[src/rtl/pll_reset_pkg.sv]
// Shared definitions for the PLL lock consumer: FSM state encodings, default timing
// constants and a small helper used to size the shared cycle counter.
package pll_reset_pkg;

    typedef enum logic [2:0] {
        ST_WAIT_LOCK  = 3'd0,
        ST_STABILIZE  = 3'd1,
        ST_REL_PERIPH = 3'd2,
        ST_RUN        = 3'd3,
        ST_SOFT       = 3'd4,
        ST_LOST       = 3'd5
    } state_e;

    localparam int DEF_SYNC_STAGES        = 2;
    localparam int DEF_LOCK_STABLE_CYCLES = 1024;
    localparam int DEF_STAGE_GAP_CYCLES   = 16;
    localparam int DEF_SOFT_RESET_CYCLES  = 64;
    localparam int DEF_LOSS_CNT_WIDTH     = 8;

    function automatic int max3(input int a, input int b, input int c);
        int m;
        m = (a > b) ? a : b;
        return (m > c) ? m : c;
    endfunction

endpackage

[src/rtl/sync_bit.sv]
// Multi-flop single-bit synchronizer for a level that is asynchronous to clk.
// All stages clear to 0 on reset so a stale "locked" level cannot leak through.
module sync_bit #(
    parameter int STAGES = 2
) (
    input  logic clk,
    input  logic rst,
    input  logic d_i,
    output logic q_o
);

    logic [STAGES-1:0] sync_q;

    always_ff @(posedge clk or posedge rst) begin
        if (rst) begin
            sync_q <= '0;
        end else begin
            sync_q <= {sync_q[STAGES-2:0], d_i};
        end
    end

    assign q_o = sync_q[STAGES-1];

endmodule

[src/rtl/pll_reset_sequencer.sv]
// Turns the raw PLL lock flag into ordered peripheral/core resets, re-enters reset on
// lock loss (counting events) and services core-only soft reset requests from the CPU.
module pll_reset_sequencer
    import pll_reset_pkg::*;
#(
    parameter int SYNC_STAGES        = DEF_SYNC_STAGES,
    parameter int LOCK_STABLE_CYCLES = DEF_LOCK_STABLE_CYCLES,
    parameter int STAGE_GAP_CYCLES   = DEF_STAGE_GAP_CYCLES,
    parameter int SOFT_RESET_CYCLES  = DEF_SOFT_RESET_CYCLES,
    parameter int LOSS_CNT_WIDTH     = DEF_LOSS_CNT_WIDTH
) (
    input  logic                      clk,
    input  logic                      reset,
    input  logic                      isLocked,
    input  logic                      softResetReq,
    output logic                      periphReset,
    output logic                      coreReset,
    output logic                      isReady,
    output logic [LOSS_CNT_WIDTH-1:0] lockLossCount
);

    localparam int CNT_W = $clog2(max3(LOCK_STABLE_CYCLES, STAGE_GAP_CYCLES, SOFT_RESET_CYCLES) + 1);
    typedef logic [CNT_W-1:0] cnt_t;

    localparam cnt_t LOCK_LAST = cnt_t'(LOCK_STABLE_CYCLES - 1);
    localparam cnt_t GAP_LAST  = cnt_t'(STAGE_GAP_CYCLES - 1);
    localparam cnt_t SOFT_LAST = cnt_t'(SOFT_RESET_CYCLES - 1);

    state_e                    state_q;
    cnt_t                      cnt_q;
    logic                      periph_q;
    logic                      core_q;
    logic                      ready_q;
    logic [LOSS_CNT_WIDTH-1:0] loss_q;
    logic [LOSS_CNT_WIDTH-1:0] loss_d;
    logic                      lock_sync;
    logic                      lock_lost;

    sync_bit #(
        .STAGES (SYNC_STAGES)
    ) u_lock_sync (
        .clk (clk),
        .rst (reset),
        .d_i (isLocked),
        .q_o (lock_sync)
    );

    assign loss_d    = (&loss_q) ? loss_q : loss_q + LOSS_CNT_WIDTH'(1);
    // Once the peripherals have been released, a drop overrides every other transition.
    assign lock_lost = !lock_sync &&
                       (state_q == ST_REL_PERIPH || state_q == ST_RUN || state_q == ST_SOFT);

    always_ff @(posedge clk or posedge reset) begin
        if (reset) begin
            state_q  <= ST_WAIT_LOCK;
            cnt_q    <= '0;
            periph_q <= 1'b1;
            core_q   <= 1'b1;
            ready_q  <= 1'b0;
            loss_q   <= '0;
        end else if (lock_lost) begin
            state_q  <= ST_LOST;
            cnt_q    <= '0;
            periph_q <= 1'b1;
            core_q   <= 1'b1;
            ready_q  <= 1'b0;
            loss_q   <= loss_d;
        end else begin
            case (state_q)
                ST_WAIT_LOCK, ST_LOST: begin
                    if (lock_sync) begin
                        state_q <= ST_STABILIZE;
                        cnt_q   <= '0;
                    end
                end
                ST_STABILIZE: begin
                    if (!lock_sync) begin
                        state_q <= ST_WAIT_LOCK;
                        cnt_q   <= '0;
                    end else if (cnt_q == LOCK_LAST) begin
                        state_q  <= ST_REL_PERIPH;
                        cnt_q    <= '0;
                        periph_q <= 1'b0;
                    end else begin
                        cnt_q <= cnt_q + cnt_t'(1);
                    end
                end
                ST_REL_PERIPH: begin
                    if (cnt_q == GAP_LAST) begin
                        state_q <= ST_RUN;
                        cnt_q   <= '0;
                        core_q  <= 1'b0;
                        ready_q <= 1'b1;
                    end else begin
                        cnt_q <= cnt_q + cnt_t'(1);
                    end
                end
                ST_RUN: begin
                    if (softResetReq) begin
                        state_q <= ST_SOFT;
                        cnt_q   <= '0;
                        core_q  <= 1'b1;
                        ready_q <= 1'b0;
                    end
                end
                ST_SOFT: begin
                    if (cnt_q == SOFT_LAST) begin
                        state_q <= ST_RUN;
                        cnt_q   <= '0;
                        core_q  <= 1'b0;
                        ready_q <= 1'b1;
                    end else begin
                        cnt_q <= cnt_q + cnt_t'(1);
                    end
                end
                default: begin
                    state_q  <= ST_WAIT_LOCK;
                    cnt_q    <= '0;
                    periph_q <= 1'b1;
                    core_q   <= 1'b1;
                    ready_q  <= 1'b0;
                end
            endcase
        end
    end

    assign periphReset   = periph_q;
    assign coreReset     = core_q;
    assign isReady       = ready_q;
    assign lockLossCount = loss_q;

endmodule

[config.mk]
export PLATFORM = sky130hd
export DESIGN_NAME = pll_reset_sequencer
export DESIGN_NICKNAME = d
export VERILOG_FILES = /design/src/rtl/pll_reset_pkg.sv /design/src/rtl/sync_bit.sv /design/src/rtl/pll_reset_sequencer.sv
export SDC_FILE = /design/constraint.sdc
export NUM_CORES = 1
export LEC_CHECK = 0
export ABC_AREA = 1
export BUFFER_PORTS_ARGS = -buffer_cell sky130_fd_sc_hd__buf_2
export CORE_UTILIZATION = 55
export DETAILED_ROUTE_END_ITERATION = 8
export PLACE_DENSITY = 0.74
export SETUP_SLACK_MARGIN = 0.3
export SLEW_MARGIN = 30
export SYNTH_ARGS = -nofsm -noshare
export SYNTH_HDL_FRONTEND = slang
export SYNTH_SLANG_ARGS = --single-unit
[constraint.sdc]
create_clock -name clk -period 3.1 [get_ports clk]
set_clock_uncertainty 0.1 [all_clocks]
set_input_delay 0.93 -clock clk [delete_from_list [all_inputs] [get_ports clk]]
set_output_delay 0.93 -clock clk [all_outputs]
set_load 0.05 [all_outputs]
==> run_results.csv <==
group,metric,value,unit
drt,routed_wl,3452,um
cts,postCtsHoldBufs,0,
synth,synth_cells,222,
synth,yosysWarnings,0,
synth,synthFlopType,"dfrtp_1",
sta,rsz0062_at_grt,"false",
drt,post-route-drc-count,0,
synth,synth_fp_nets,228,
setup_path,cp_top_family,"flip-flops",
setup_path,cp-start-kind,"flip-flop",
synth,ys_types,31,
power,ir_worst_vdd,0.5986,mV
final_layout,drive_gt1_share,24.17,%
synth,ys_seq_elements,27,
setup_path,worstPathRequired,2.07,ns
final_layout,fin_area,0.001891,mm^2
drt,vias,1439,
global_route,grt_pass1_wl,5830,um
global_route,grt_max_degree,21,
die,dieArea,0.003386,mm^2
cts,cts_tree,"done",
placed_design,dpl_cell_area,0.001864,mm^2
synth,synth_area_leaders,"dfrtp_1 (36%), nand2_1 (13%), nand3_1 (4.9%)",
drt,wl_per_cell,12.15,um
synth,synth_top_cell_by_area,"dfrtp_1",
setup_path,slowest_delay,0.56,ns
cts,cts_setup_buffers,0,
sta,whs,0.2711,ns
cts,clock-root-buffer,"clkbuf_4",
die,coreArea,0.003028,mm^2
setup_path,crit_path_max_fanout,2,
sta,fin_crit,2.168,ns
setup_path,cpMaxStageDelayCell,"dfstp_2",
sta,fin_crit_sh,69.92,%
cts,cts_max_level,1,
final_layout,final_nets,247,
final_layout,final_core_util,62.44,%
setup_path,critPathCaptureType,"primary output",
global_route,overflow,0,
setup_path,regToRegSetupSlack,1.28,ns
cts,clk_latency,0.33,ns
setup_path,crit_buf_inv,1,
power,p_total,1339,uW
placed_design,post-dp-hpwl,2691,um
setup_path,path_cells,"buf_2",
die,pin_count,15,
cts,cts.sinks,27,
worst_hold_path,hold_class,"flip-flop to flip-flop",
drt,drtAntennaViolNets,0,
setup_path,cp_data_arrival_time,1.14,ns
final_layout,area_delta_synth_final,8.861,%
sta,worst_pin_slew,0.7489,ns
sta,setup_viol,0,
cts,clk_pin_slew,0.14,ns
die,num_rows,20,
synth,seq_area_frac_synth,39.05,%
run,max_cap_viol_count,0,
sta,maxSlewViolCount,0,
placed_design,gp_congestion,0.8906,
die,start_util,57.36,%
synth,synthArstFlopShare,100.0,%
drt,drtIter0Drc,122,
synth,synth_top_area_share,36.02,%
sta,final_hold_viol_count,0,
drt,dr.pass1.iters,6,
placed_design,io_buffers,14,
synth,synthesis.area,0.001737,mm^2
cts,clk_path_buf_depth,2,
global_route,grt_pass1_vias,1279,
run_status,outcome,"complete, no violations",
global_route,grtUsageTotal,23.08,%
die,fp.dieW,58.19,um
synth,avgSynthCellArea,7.823,um^2
cts,post_cts_resized,0,
final_layout,antenna_cells,0,
setup_path,worst-setup-path-type,"flip-flop to primary output",
drt,via_per_inst,5.067,
global_route,grt_antenna_before_repair,0,
final_layout,n_fill_cell,292,
power,power_leakage,0.0009360,uW
synth,synth_edf_count,0,
sta,tns,0,ns
sta,relSlewSlack,50.02,%
die,die_h,58.19,um
sta,fmax,461.3,MHz
power,pwr_density_cell,708.1,mW/mm^2
cts,cts_buffers,3,
through the flow:
step / setup WS (ns) / instances
floorplan: 1.310 / 222
global placement: 1.175 / 280
detailed placement: 1.146 / 280
CTS: 0.9229 / 284
global route: 0.8914 / 284
finish: 0.9323 / 284
cell usage after synthesis (2+ instances only):
library cell  instances
nand2_4               3
ha_1                  2
inv_1                19
nand4_4               2
xor2_1                9
nand2_1              61
a21oi_1               2
inv_2                 8
nor2_1               16
nand3_2               3
dfstp_2               2
o21ai_1               4
nand3_1              17
o21ai_0               6
nand4_1               6
nor3_1                5
dfrtp_1              25
nor2_2               10
nand3b_1              3
nand2_2               8
state kept, by name, summed over array words and instances (netlist names):
register and count:
cnt_q 11, isReady 1, periphReset 1, coreReset 1, u_lock_sync.sync_q 2, state_q 3
lockLossCount 8
power by group:
part | total (uW) | switching (uW) | internal [uW]
Sequential | 511 | 90.9 | 420
Combinational | 673 | 485 | 189
Clock | 154 | 104 | 50.5
cell type report:
| type | count | area, um^2 | share of cell area (%) |
|---|---|---|---|
| Multi-Input combinational cell | 167 | 952.2 | 50.36 |
| Inverter | 27 | 101.3 | 5.361 |
| Tap cell | 44 | 55.05 | 2.912 |
| Timing Repair Buffer | 15 | 77.57 | 4.103 |
| Sequential cell | 27 | 678.2 | 35.87 |
| Clock buffer | 4 | 26.28 | 1.390 |
cells in the final DEF, fill, tap and decap left out, types with 2 or more instances in the layout:
master    instances
nand2_1          61
dfrtp_1          25
inv_1            19
nand3_1          17
nor2_1           16
buf_2            14
nor2_2           10
xor2_1            9
inv_2             8
nand2_2           8
o21ai_0           6
nand4_1           6
nor3_1            5
o21ai_1           4
nand3_2           3
nand2_4           3
nand3b_1          3
clkbuf_4          3
nand4_4           2
a21oi_1           2
ha_1              2
dfstp_2           2
path summary, 6_finish.rpt:
path / depth (start not counted) / end / start
min in group asynchronous: 2 / lockLossCount[2] / reset
min: 0 / u_lock_sync.sync_q[1] / u_lock_sync.sync_q[0]
max reg2reg: 9 / state_q[0] / cnt_q[0]
max: 1 / coreReset / coreReset
min reg2reg: 0 / u_lock_sync.sync_q[1] / u_lock_sync.sync_q[0]
max in group asynchronous: 3 / cnt_q[3] / reset
layer usage:
layer / global-route usage (%) / vias up / wire [um]
met1: 32.29 / 647 / 1721
met2: 36.45 / 32 / 1542
met3: 2.455 / 7 / 108
met5: 0 / - / 0
li1: - / 753 / -
met4: 9.864 / 0 / 79
kinds of logic (layout without fill, tap and decap cells):
family	count (synthesis)	in the layout	share of synthesized area, %
AOI/OAI and AO/OA	19	19	7.494
xor gates and xnor gates	10	10	5.044
adders and majority gates	2	2	1.441
buffers and inverters	28	46	6.124
DFF	27	27	39.05
and+or+nand+nor	136	136	40.85
Note: power is estimated with default switching activity, not from simulation.
